===== config.mk =====
export PLATFORM = sky130hd
export DESIGN_NAME = parking_gate_ctrl_flat
export DESIGN_NICKNAME = d
export VERILOG_FILES = /design/src/rtl/parking_gate_if.sv /design/src/rtl/parking_gate_ctrl.sv /design/src/flat_wrapper.sv
export SDC_FILE = /design/constraint.sdc
export NUM_CORES = 1
export LEC_CHECK = 0
export CORE_AREA = 2 2 70 88
export DETAILED_ROUTE_END_ITERATION = 6
export DIE_AREA = 0 0 72 90
export PLACE_DENSITY = 0.88
export SETUP_SLACK_MARGIN = 0.2
export SYNTH_ARGS = -nofsm -noshare
export SYNTH_HDL_FRONTEND = slang
export SYNTH_HIERARCHICAL = 1
export SYNTH_SLANG_ARGS = --single-unit

===== constraint.sdc =====
create_clock -name clk -period 6.6 [get_ports clk]
set_input_delay 1.32 -clock clk [delete_from_list [all_inputs] [get_ports clk]]
set_output_delay 1.32 -clock clk [all_outputs]
set_load 0.02 [all_outputs]

===== src/rtl/parking_gate_if.sv =====
// Event bus between the parking gates and the occupancy counter: loop/pass sensors and counter
// feedback flow into the controller; barrier commands, car events and statistics flow out.
interface parking_gate_if #(
   parameter int CNT_W = 16
);
   logic                    entry_req;
   logic                    entry_is_uni;
   logic                    entry_pass;
   logic                    exit_req;
   logic                    exit_is_uni;
   logic                    exit_pass;
   logic                    uni_is_vacated_space;
   logic                    is_vacated_space;
   logic signed [10:0]      uni_parked_car;
   logic signed [10:0]      parked_car;
   logic                    car_entered;
   logic                    is_uni_car_entered;
   logic                    car_exited;
   logic                    is_uni_car_exited;
   logic                    entry_gate_open;
   logic                    exit_gate_open;
   logic                    entry_denied;
   logic                    exit_denied;
   logic [CNT_W-1:0]        deny_count;
   logic [CNT_W-1:0]        timeout_count;

   modport master (
      output entry_req, entry_is_uni, entry_pass, exit_req, exit_is_uni, exit_pass,
             uni_is_vacated_space, is_vacated_space, uni_parked_car, parked_car,
      input  car_entered, is_uni_car_entered, car_exited, is_uni_car_exited,
             entry_gate_open, exit_gate_open, entry_denied, exit_denied,
             deny_count, timeout_count
   );

   modport slave (
      input  entry_req, entry_is_uni, entry_pass, exit_req, exit_is_uni, exit_pass,
             uni_is_vacated_space, is_vacated_space, uni_parked_car, parked_car,
      output car_entered, is_uni_car_entered, car_exited, is_uni_car_exited,
             entry_gate_open, exit_gate_open, entry_denied, exit_denied,
             deny_count, timeout_count
   );
endinterface


===== src/rtl/parking_gate_ctrl.sv =====
// Parking gate controller: two independent gate sequencers (entry, exit) that emit one clean
// event pulse per admitted car, plus saturating refusal and timeout statistics.
module parking_gate_fsm #(
   parameter int OPEN_CYCLES  = 8,
   parameter int PULSE_CYCLES = 2,
   parameter int DENY_CYCLES  = 4
) (
   input  logic clk,
   input  logic rst,
   input  logic req_i,
   input  logic is_uni_i,
   input  logic pass_i,
   input  logic admit_uni_i,
   input  logic admit_std_i,
   output logic gate_open_o,
   output logic event_o,
   output logic is_uni_o,
   output logic denied_o,
   output logic deny_ev_o,
   output logic timeout_ev_o
);
   localparam int MAX_C = (OPEN_CYCLES > PULSE_CYCLES) ?
                          ((OPEN_CYCLES > DENY_CYCLES) ? OPEN_CYCLES : DENY_CYCLES) :
                          ((PULSE_CYCLES > DENY_CYCLES) ? PULSE_CYCLES : DENY_CYCLES);
   localparam int TMR_W = (MAX_C > 1) ? $clog2(MAX_C) : 1;

   typedef enum logic [2:0] {
      ST_IDLE   = 3'd0,
      ST_OPEN   = 3'd1,
      ST_COMMIT = 3'd2,
      ST_DENY   = 3'd3,
      ST_CLEAR  = 3'd4
   } state_t;

   state_t            state_q;
   logic [TMR_W-1:0]  timer_q;
   logic              gate_open_q;
   logic              event_q;
   logic              is_uni_q;
   logic              denied_q;
   logic              admit_s;
   logic              open_last_s;

   // Admission decision and statistic strobes, taken from the cycle the gate decides or gives up.
   always_comb begin
      admit_s      = 1'b0;
      deny_ev_o    = 1'b0;
      timeout_ev_o = 1'b0;
      open_last_s  = (timer_q == TMR_W'(OPEN_CYCLES - 1));
      if (is_uni_i) begin
         admit_s = admit_uni_i;
      end else begin
         admit_s = admit_std_i;
      end
      if ((state_q == ST_IDLE) && req_i && !admit_s) begin
         deny_ev_o = 1'b1;
      end else begin
         deny_ev_o = 1'b0;
      end
      if ((state_q == ST_OPEN) && !pass_i && open_last_s) begin
         timeout_ev_o = 1'b1;
      end else begin
         timeout_ev_o = 1'b0;
      end
   end

   // Gate sequencing; the class qualifier is only ever loaded on leaving IDLE.
   always_ff @(posedge clk) begin
      if (rst) begin
         state_q     <= ST_IDLE;
         timer_q     <= {TMR_W{1'b0}};
         gate_open_q <= 1'b0;
         event_q     <= 1'b0;
         is_uni_q    <= 1'b0;
         denied_q    <= 1'b0;
      end else begin
         case (state_q)
            ST_IDLE: begin
               timer_q <= {TMR_W{1'b0}};
               if (req_i) begin
                  is_uni_q <= is_uni_i;
                  if (admit_s) begin
                     state_q     <= ST_OPEN;
                     gate_open_q <= 1'b1;
                  end else begin
                     state_q  <= ST_DENY;
                     denied_q <= 1'b1;
                  end
               end
            end
            ST_OPEN: begin
               if (pass_i) begin
                  state_q     <= ST_COMMIT;
                  gate_open_q <= 1'b0;
                  event_q     <= 1'b1;
                  timer_q     <= {TMR_W{1'b0}};
               end else if (open_last_s) begin
                  state_q     <= ST_CLEAR;
                  gate_open_q <= 1'b0;
                  timer_q     <= {TMR_W{1'b0}};
               end else begin
                  timer_q <= timer_q + TMR_W'(1);
               end
            end
            ST_COMMIT: begin
               if (timer_q == TMR_W'(PULSE_CYCLES - 1)) begin
                  state_q <= ST_CLEAR;
                  event_q <= 1'b0;
                  timer_q <= {TMR_W{1'b0}};
               end else begin
                  timer_q <= timer_q + TMR_W'(1);
               end
            end
            ST_DENY: begin
               if (timer_q == TMR_W'(DENY_CYCLES - 1)) begin
                  state_q  <= ST_CLEAR;
                  denied_q <= 1'b0;
                  timer_q  <= {TMR_W{1'b0}};
               end else begin
                  timer_q <= timer_q + TMR_W'(1);
               end
            end
            ST_CLEAR: begin
               timer_q <= {TMR_W{1'b0}};
               if (!req_i) begin
                  state_q <= ST_IDLE;
               end
            end
            default: begin
               state_q     <= ST_IDLE;
               timer_q     <= {TMR_W{1'b0}};
               gate_open_q <= 1'b0;
               event_q     <= 1'b0;
               denied_q    <= 1'b0;
            end
         endcase
      end
   end

   assign gate_open_o = gate_open_q;
   assign event_o     = event_q;
   assign is_uni_o    = is_uni_q;
   assign denied_o    = denied_q;
endmodule

module parking_gate_ctrl #(
   parameter int OPEN_CYCLES  = 8,
   parameter int PULSE_CYCLES = 2,
   parameter int DENY_CYCLES  = 4,
   parameter int CNT_W        = 16
) (
   input  logic           clk,
   input  logic           rst,
   parking_gate_if.slave  gate_if
);
   function automatic logic [CNT_W-1:0] sat_add(input logic [CNT_W-1:0] cnt, input logic [1:0] inc);
      logic [CNT_W:0] sum;
      sum = {1'b0, cnt} + {{(CNT_W-1){1'b0}}, inc};
      if (sum[CNT_W]) begin
         return {CNT_W{1'b1}};
      end else begin
         return sum[CNT_W-1:0];
      end
   endfunction

   logic             ent_deny_ev_s, ent_tmo_ev_s, ex_deny_ev_s, ex_tmo_ev_s;
   logic             ex_admit_uni_s, ex_admit_std_s;
   logic [CNT_W-1:0] deny_count_q, deny_count_d;
   logic [CNT_W-1:0] timeout_count_q, timeout_count_d;

   // A car may only leave a class whose signed occupancy is strictly positive.
   assign ex_admit_uni_s = (gate_if.uni_parked_car > 11'sd0);
   assign ex_admit_std_s = (gate_if.parked_car > 11'sd0);

   parking_gate_fsm #(
      .OPEN_CYCLES (OPEN_CYCLES),
      .PULSE_CYCLES(PULSE_CYCLES),
      .DENY_CYCLES (DENY_CYCLES)
   ) u_entry (
      .clk         (clk),
      .rst         (rst),
      .req_i       (gate_if.entry_req),
      .is_uni_i    (gate_if.entry_is_uni),
      .pass_i      (gate_if.entry_pass),
      .admit_uni_i (gate_if.uni_is_vacated_space),
      .admit_std_i (gate_if.is_vacated_space),
      .gate_open_o (gate_if.entry_gate_open),
      .event_o     (gate_if.car_entered),
      .is_uni_o    (gate_if.is_uni_car_entered),
      .denied_o    (gate_if.entry_denied),
      .deny_ev_o   (ent_deny_ev_s),
      .timeout_ev_o(ent_tmo_ev_s)
   );

   parking_gate_fsm #(
      .OPEN_CYCLES (OPEN_CYCLES),
      .PULSE_CYCLES(PULSE_CYCLES),
      .DENY_CYCLES (DENY_CYCLES)
   ) u_exit (
      .clk         (clk),
      .rst         (rst),
      .req_i       (gate_if.exit_req),
      .is_uni_i    (gate_if.exit_is_uni),
      .pass_i      (gate_if.exit_pass),
      .admit_uni_i (ex_admit_uni_s),
      .admit_std_i (ex_admit_std_s),
      .gate_open_o (gate_if.exit_gate_open),
      .event_o     (gate_if.car_exited),
      .is_uni_o    (gate_if.is_uni_car_exited),
      .denied_o    (gate_if.exit_denied),
      .deny_ev_o   (ex_deny_ev_s),
      .timeout_ev_o(ex_tmo_ev_s)
   );

   // Both gates may report in the same cycle, so each counter can step by two.
   always_comb begin
      deny_count_d    = sat_add(deny_count_q, {1'b0, ent_deny_ev_s} + {1'b0, ex_deny_ev_s});
      timeout_count_d = sat_add(timeout_count_q, {1'b0, ent_tmo_ev_s} + {1'b0, ex_tmo_ev_s});
   end

   // Statistics registers.
   always_ff @(posedge clk) begin
      if (rst) begin
         deny_count_q    <= {CNT_W{1'b0}};
         timeout_count_q <= {CNT_W{1'b0}};
      end else begin
         deny_count_q    <= deny_count_d;
         timeout_count_q <= timeout_count_d;
      end
   end

   assign gate_if.deny_count    = deny_count_q;
   assign gate_if.timeout_count = timeout_count_q;
endmodule


===== src/flat_wrapper.sv =====
// flat-port wrapper written by rule: the top's interface ports become plain ports
module parking_gate_ctrl_flat 
#(
   parameter int OPEN_CYCLES  = 8,
   parameter int PULSE_CYCLES = 2,
   parameter int DENY_CYCLES  = 4,
   parameter int CNT_W        = 16
)
  (clk, rst, gate_if_entry_req, gate_if_entry_is_uni, gate_if_entry_pass, gate_if_exit_req, gate_if_exit_is_uni, gate_if_exit_pass, gate_if_uni_is_vacated_space, gate_if_is_vacated_space, gate_if_uni_parked_car, gate_if_parked_car, gate_if_car_entered, gate_if_is_uni_car_entered, gate_if_car_exited, gate_if_is_uni_car_exited, gate_if_entry_gate_open, gate_if_exit_gate_open, gate_if_entry_denied, gate_if_exit_denied, gate_if_deny_count, gate_if_timeout_count);
  parking_gate_if #(.CNT_W(CNT_W)) gate_if_i ();
  input  logic clk;
  input  logic rst;
  input wire logic [$bits(gate_if_i.entry_req)-1:0] gate_if_entry_req;
  input wire logic [$bits(gate_if_i.entry_is_uni)-1:0] gate_if_entry_is_uni;
  input wire logic [$bits(gate_if_i.entry_pass)-1:0] gate_if_entry_pass;
  input wire logic [$bits(gate_if_i.exit_req)-1:0] gate_if_exit_req;
  input wire logic [$bits(gate_if_i.exit_is_uni)-1:0] gate_if_exit_is_uni;
  input wire logic [$bits(gate_if_i.exit_pass)-1:0] gate_if_exit_pass;
  input wire logic [$bits(gate_if_i.uni_is_vacated_space)-1:0] gate_if_uni_is_vacated_space;
  input wire logic [$bits(gate_if_i.is_vacated_space)-1:0] gate_if_is_vacated_space;
  input wire logic [$bits(gate_if_i.uni_parked_car)-1:0] gate_if_uni_parked_car;
  input wire logic [$bits(gate_if_i.parked_car)-1:0] gate_if_parked_car;
  output wire logic [$bits(gate_if_i.car_entered)-1:0] gate_if_car_entered;
  output wire logic [$bits(gate_if_i.is_uni_car_entered)-1:0] gate_if_is_uni_car_entered;
  output wire logic [$bits(gate_if_i.car_exited)-1:0] gate_if_car_exited;
  output wire logic [$bits(gate_if_i.is_uni_car_exited)-1:0] gate_if_is_uni_car_exited;
  output wire logic [$bits(gate_if_i.entry_gate_open)-1:0] gate_if_entry_gate_open;
  output wire logic [$bits(gate_if_i.exit_gate_open)-1:0] gate_if_exit_gate_open;
  output wire logic [$bits(gate_if_i.entry_denied)-1:0] gate_if_entry_denied;
  output wire logic [$bits(gate_if_i.exit_denied)-1:0] gate_if_exit_denied;
  output wire logic [$bits(gate_if_i.deny_count)-1:0] gate_if_deny_count;
  output wire logic [$bits(gate_if_i.timeout_count)-1:0] gate_if_timeout_count;
  assign gate_if_i.entry_req = gate_if_entry_req;
  assign gate_if_i.entry_is_uni = gate_if_entry_is_uni;
  assign gate_if_i.entry_pass = gate_if_entry_pass;
  assign gate_if_i.exit_req = gate_if_exit_req;
  assign gate_if_i.exit_is_uni = gate_if_exit_is_uni;
  assign gate_if_i.exit_pass = gate_if_exit_pass;
  assign gate_if_i.uni_is_vacated_space = gate_if_uni_is_vacated_space;
  assign gate_if_i.is_vacated_space = gate_if_is_vacated_space;
  assign gate_if_i.uni_parked_car = gate_if_uni_parked_car;
  assign gate_if_i.parked_car = gate_if_parked_car;
  assign gate_if_car_entered = gate_if_i.car_entered;
  assign gate_if_is_uni_car_entered = gate_if_i.is_uni_car_entered;
  assign gate_if_car_exited = gate_if_i.car_exited;
  assign gate_if_is_uni_car_exited = gate_if_i.is_uni_car_exited;
  assign gate_if_entry_gate_open = gate_if_i.entry_gate_open;
  assign gate_if_exit_gate_open = gate_if_i.exit_gate_open;
  assign gate_if_entry_denied = gate_if_i.entry_denied;
  assign gate_if_exit_denied = gate_if_i.exit_denied;
  assign gate_if_deny_count = gate_if_i.deny_count;
  assign gate_if_timeout_count = gate_if_i.timeout_count;
  parking_gate_ctrl #(.OPEN_CYCLES(OPEN_CYCLES), .PULSE_CYCLES(PULSE_CYCLES), .DENY_CYCLES(DENY_CYCLES), .CNT_W(CNT_W)) u_core (.clk(clk), .rst(rst), .gate_if(gate_if_i));
endmodule

==> tab_implementation.tex <==
\begin{tabular}{lr}
\hline
Metric & Value \\
\hline
\multicolumn{2}{l}{\textbf{Min path}} \\
Depth of the worst hold-timing path & 1 \\
Worst min-delay path category & flip-flop to flip-flop \\
\multicolumn{2}{l}{\textbf{Layout}} \\
Most common cell after layout, fill and taps aside & clkdlybuf4s50\_1 \\
\# diodes & 0 \\
Share of post-route cells with drive strength above 1 & 9.25\% \\
Commonest cells after routing, fill and taps aside & clkdlybuf4s50\_1 (70), dfxtp\_1 (52), a21oi\_1 (32) \\
Post-route cell area & 3790 sq um \\
Fin cells & 477 \\
Area Growth Syn to Fin & 27.7\% \\
Net count, final & 458 \\
Fraction of the core area covered by cells at the end of the flow & 66.5\% \\
\multicolumn{2}{l}{\textbf{Yosys}} \\
Count of unique library cells instantiated by Yosys & 68 \\
Total standard cell area after synthesis & 2970 sq um \\
Share of synthesized area occupied by flip-flops and latches & 35.1\% \\
Avg Cell Area, Syn & 8.60 sq um \\
Number of cells produced by synthesis & 345 \\
Number of flops mapped to enable cells by yosys & 0 \\
Leading register cell type out of synthesis & dfxtp\_1 \\
Proportion of register bits with asynchronous set or reset after synthesis & 0\% \\
Post-Syn Nets & 393 \\
Number of synthesized register bits & 52 \\
Yosys warns & 6 \\
\multicolumn{2}{l}{\textbf{Worst setup path}} \\
Worst path bufs/invs & 3 \\
Required time at the endpoint of the critical path & 6.84 ns \\
Data arrival time at the worst-slack endpoint & 4.72 ns \\
Cell repeated most along the worst path & inv\_1 \\
Biggest fanout along the worst timing path & 13 \\
Cells on worst reg2reg path & 10 \\
Delay-heaviest family, CP & simple AND/OR/NAND/NOR gates \\
Max stage delay cell, worst path & nand4\_2 \\
Endpoint kind of the worst setup timing path & flip-flop \\
Crit. path cell count & 13 \\
Worst-path cell chain & clkdlybuf4s50\_1, nor4\_1, a31oi\_1, mux2i\_1, and3\_1, inv\_1, fa\_1, inv\_1, ha\_1, nand3\_2, nor4\_4, nand4\_2, a21oi\_1 \\
Max incr delay on CP & 0.50 ns \\
Launching element type of the critical path & input port \\
CP Class & input port to flip-flop \\
\multicolumn{2}{l}{\textbf{Placement}} \\
Cell area reported after detailed placement & 3690 sq um \\
HPWL Detailed & 4870 microns \\
Placed cells & 469 \\
Port Buf Inserts & 71 \\
Final Wtd Congestion & 0.907 \\
\multicolumn{2}{l}{\textbf{STA}} \\
Finish-stage setup viols & 0 \\
Post-Route Setup TNS & 0 ns \\
RSZ-0062 raised after global routing & no \\
Worst slew margin & 30.0\% \\
Final Critical Period & 4.48 ns \\
Period Utilization, post-route & 67.9\% \\
Final max-slew violation count & 0 \\
Worst-margin pin slew & 1.05 ns \\
Number of hold violations in the final report & 0 \\
Max Clock Freq & 223 MHz \\
Clock Skew & 0.0114 ns \\
\multicolumn{2}{l}{\textbf{Detailed routing}} \\
Number of design rule violations left after detail routing & 0 \\
Post-DR vias/cell & 5.80 \\
Average wire per cell in the routed design & 14.1 microns \\
Number of detailed-routing iterations run before antenna repair & 4 \\
Number of nets with antenna violations after detailed routing & 0 \\
Post-Route WL & 6740 microns \\
Total via count in the routed design & 2766 \\
Detailed router's first-iteration violation count & 141 \\
\multicolumn{2}{l}{\textbf{Floorplan}} \\
Area of the die & 6480 sq um \\
Initial Utilization & 52.1\% \\
Die X-Extent & 72 microns \\
Number of ports placed on the die boundary & 72 \\
Floorplan core area & 5700 sq um \\
Number of placement rows & 31 \\
Vertical die dimension & 90 microns \\
\multicolumn{2}{l}{\textbf{Run}} \\
Max capacitance violation total & 0 \\
\multicolumn{2}{l}{\textbf{Clock network}} \\
Number of sinks on the clock net & 52 \\
Clock tree from TritonCTS & done \\
Buffer count from post-CTS setup fixing & 0 \\
Post-cts gate resize count & 0 \\
CTS clock-pin slew for the worst setup and hold paths & 0.10 ns \\
CTS root buf & clkbuf\_8 \\
Maximum buffer depth of the clock tree & 2 \\
CTS H-Tree Depth & 2 \\
Insertion delay of the later-clocked pin in the worst-skew pair & 0.32 ns \\
Cts hold-fix bufs & 0 \\
CTS Buf Count & 5 \\
\multicolumn{2}{l}{\textbf{Global route}} \\
Number of global-route vias before repair & 2621 \\
GR Overflow Total & 0 \\
First-pass GRT wire length & 11600 microns \\
Largest net degree at the start of global routing & 54 \\
GRT Util Overall & 21.7\% \\
Number of antenna violations at the first check in global routing & 0 \\
\multicolumn{2}{l}{\textbf{Status}} \\
Outcome & finished, final reports clean \\
\multicolumn{2}{l}{\textbf{Pwr}} \\
Leakage component of the power & 0.00133 uW \\
P per Cell Area & 255 nW/um\^{}2 \\
Maximum resistive drop on vdd & 169 uV \\
\hline
\end{tabular}
[cell families after synthesis]
logic type,Yosys count,share of synthesized area (%)
mux,5,1.85
xor+xnor,18,5.31
compound gates,80,19.0
buf+inv,43,5.86
fa+ha+maj,17,7.59
flops,52,35.1
simple gates,130,25.3
[power breakdown]
| part | internal, uW | switching [uW] | leakage (uW) |
|---|---|---|---|
| combinational | 171 | 179 | 0.000866 |
| sequential | 352 | 71.8 | 0.000421 |
| clock | 78.0 | 115 | 0.0000463 |
[worst paths after layout]
kind	from	slack (ns)	to
max	gate_if_parked_car[6]	2.12	u_core/gate_if.deny_count[0]
min	u_core/u_exit/timer_q[0]	0.47	u_core/u_exit/timer_q[0]
max reg2reg	u_core/u_exit/state_q[0]	3.07	u_core/gate_if.timeout_count[10]
min reg2reg	u_core/u_exit/timer_q[0]	0.47	u_core/u_exit/timer_q[0]
[metal layers]
layer  up-vias  part of all wire [%]  global-route usage [%]
met2        85                    52                    38.4
met3        11                   5.1                    4.82
met5         -                     0                       0
met4         0                   2.0                    8.18
li1       1369                     -                       -
met1      1301                    41                    24.8
[synthesized netlist by cell type, drive strengths merged (5+ instances only)]
cell     n  area (sq um)
clkbuf   7          26.3
o21ai    5          25.0
nor4    10          77.6
nor2    26          97.6
nand4    8          62.6
dfxtp   52          1040
nor3    20           105
nand2   18          67.6
xnor2   15           131
a21oi   43           264
ha      14           175
buf      6          35.0
inv     30           113
a31oi    7          43.8
and3     6          37.5
nand3   13          75.1
[area by class of cell]
type | instances | area, sq um
multi-input cells | 250 | 1750
flip-flops and latches | 52 | 1040
fillers | 485 | 1910
inverters | 30 | 113
repair buffers | 71 | 706
clock buffers | 5 | 68.8
well taps | 66 | 82.6
clock inverters | 3 | 27.5
[registers in the layout, summed over array words and instances, names as in the netlist]
register,flops
u_core/gate_if.deny_count,16
u_core/gate_if.timeout_count,16
u_core/u_entry/state_q,3
u_core/u_entry/timer_q,3
u_core/u_exit/state_q,3
u_core/u_exit/timer_q,3
u_core/u_entry/denied_o,1
u_core/u_entry/event_o,1
u_core/u_entry/gate_open_o,1
u_core/u_entry/is_uni_o,1
u_core/u_exit/denied_o,1
u_core/u_exit/event_o,1
u_core/u_exit/gate_open_o,1
u_core/u_exit/is_uni_o,1
[through the flow]
step,setup slack (ns),power [uW],hold slack [ns]
detailed placement,1.81,774,0.443
CTS,2.13,970,0.469
global placement,1.94,762,0.434
global route,1.88,1030,0.482
floorplan,2.83,667,0.421
finish,2.12,967,0.466
(Power assumes the default switching activity.)
==> RTL edit: new RTL, config.mk and constraints unchanged <==
`OPEN_CYCLES` is set to 8 in 3 places; all go to 4.
--- a/src/rtl/parking_gate_ctrl.sv
+++ b/src/rtl/parking_gate_ctrl.sv
@@ -2,5 +2,5 @@
 // event pulse per admitted car, plus saturating refusal and timeout statistics.
 module parking_gate_fsm #(
-   parameter int OPEN_CYCLES  = 8,
+   parameter int OPEN_CYCLES  = 4,
    parameter int PULSE_CYCLES = 2,
    parameter int DENY_CYCLES  = 4
@@ -145,5 +145,5 @@
 
 module parking_gate_ctrl #(
-   parameter int OPEN_CYCLES  = 8,
+   parameter int OPEN_CYCLES  = 4,
    parameter int PULSE_CYCLES = 2,
    parameter int DENY_CYCLES  = 4,
--- a/src/flat_wrapper.sv
+++ b/src/flat_wrapper.sv
@@ -2,5 +2,5 @@
 module parking_gate_ctrl_flat 
 #(
-   parameter int OPEN_CYCLES  = 8,
+   parameter int OPEN_CYCLES  = 4,
    parameter int PULSE_CYCLES = 2,
    parameter int DENY_CYCLES  = 4,
Formal check against the unedited RTL: not equivalent (a bounded check fails within 10 cycles, from zero or initial values and one cycle with rst high).
==> RTL edit against the original RTL <==
Count of clock-buffer cells in the layout unchanged. Power decreased by 18%. Cell count shrank 5.7%. Wire length fell by 4.0%. Die area did not move. Sequential cell count down 2. Setup slack worse by 66 ps. Maximum frequency down 1.4%. Sequential share of layout area up 0.23 points. Sequential power is 13% lower. Synthesized area down 6.1%. Critical path type unchanged. Final area is 4.7% lower.
==> RTL edit: results (changes against the original RTL) <==
set qor(outcome) {finished clean}
set qor(regToRegStartpoint) {u_core/u_entry/state_q[1]$_SDFFE_PP0P_}
set qor(hold_path_depth) 2 ;# +1
set qor(fmaxAchievable_mhz) 220 ;# -1.4%
set qor(pre_cts_slack_ps) 1790 ;# -14.5 ps
set qor(p_leak_nw) 1.24 ;# -6.7%
set qor(whs_endpoint) {u_core/u_exit/is_uni_o$_SDFFE_PP0P_}
set qor(synth_top_cells_by_area) {sky130_fd_sc_hd__dfxtp_1 36%, sky130_fd_sc_hd__a21oi_1 5.4%, sky130_fd_sc_hd__xnor2_1 4.7%, sky130_fd_sc_hd__ha_1 4.5%, sky130_fd_sc_hd__inv_1 3.5%}
set qor(track_usage_pct) 21.0 ;# -0.71 points
set qor(final_worst_clock_skew_ps) 7.18 ;# -4.18 ps
set qor(synth.area.mux_share_pct) 1.84 ;# -0.015 points
set qor(crit_slowest_cell) {sky130_fd_sc_hd__clkdlybuf4s50_1}
set qor(worstHoldStart) {u_core/u_exit/is_uni_o$_SDFFE_PP0P_}
set qor(regToRegEndpoint) {u_core/gate_if.deny_count[1]$_SDFF_PP0_}
set qor(vdd_drop_max_v) 0.000108 ;# -36%
set qor(design.final.nets) 427 ;# -6.8%
set qor(worst_path_largest_cell_delay_ps) 540 ;# +40 ps
set qor(timing.reg2reg.setup_slack_ps) 3100 ;# +30 ps
set qor(synth.net_count) 360 ;# -8.4%
set qor(first_iter_violations) 197 ;# +40%
set qor(cp-endpoint) {u_core/gate_if.deny_count[1]$_SDFF_PP0_}
set qor(vias_per_cell) 5.76 ;# -0.63%
set qor(final_cell_count_no_fill) 450 ;# -5.7%
set qor(largest_net_degree_at_the_start_of_global_routing) 50 ;# -7.4%
set qor(dpl.hpwl_um) 4780 ;# -1.9%
set qor(postPlaceCellArea_um2) 3500 ;# -5.2%
set qor(clock_latency_of_the_later_clocked_register_in_the_worst_skew_pair_ps) 300 ;# -20 ps
set qor(grt_pass1_vias) 2529 ;# -3.5%
set qor(drive_above_1_share_pct) 9.11 ;# -0.13 points
set qor(post_drt_wl_per_cell_um) 14.4 ;# +1.8%
set qor(yosys.area_share.adder_pct) 5.92 ;# -1.7 points
set qor(ys_seq_area_share_pct) 35.9 ;# +0.83 points
set qor(syn-mean-instance-area_um2) 8.82 ;# +2.5%
set qor(grt_first_pass_wirelength_um) 11100 ;# -4.3%
set qor(synth-xor-area-share_pct) 5.66 ;# +0.34 points
set qor(holdWs_ps) 512 ;# +45.2 ps
==> RTL edit: where the power goes <==
part           internal (mW)  switching [mW]
clock network          0.114           0.103
registers              0.328          0.0405
logic                  0.106           0.103
total                  0.548           0.246
==> RTL edit: per-layer routing <==
layer / wire [µm] / vias up / GRT usage (%)
li1: - / 1281 / -
met1: 2600 / 1192 / 24.1
met2: 3360 / 108 / 37.0
met3: 407 / 12 / 3.92
met4: 114 / 0 / 9.12
met5: 0 / - / 0
==> RTL edit: kinds of logic after synthesis <==
group           Yosys count
buf+inv                  37
flops                    50
compound gates           76
fa+ha+maj                12
mux                       5
xor+xnor                 18
simple gates            118
==> RTL edit: cell type report <==
type | instances | area, µm²
inverter | 26 | 97.6
timing repair buffer | 71 | 706
fill | 488 | 2090
multi-input combinational | 229 | 1620
sequential | 50 | 1000
clock inverter | 3 | 43.8
clock buffer | 5 | 68.8
tap | 66 | 82.6
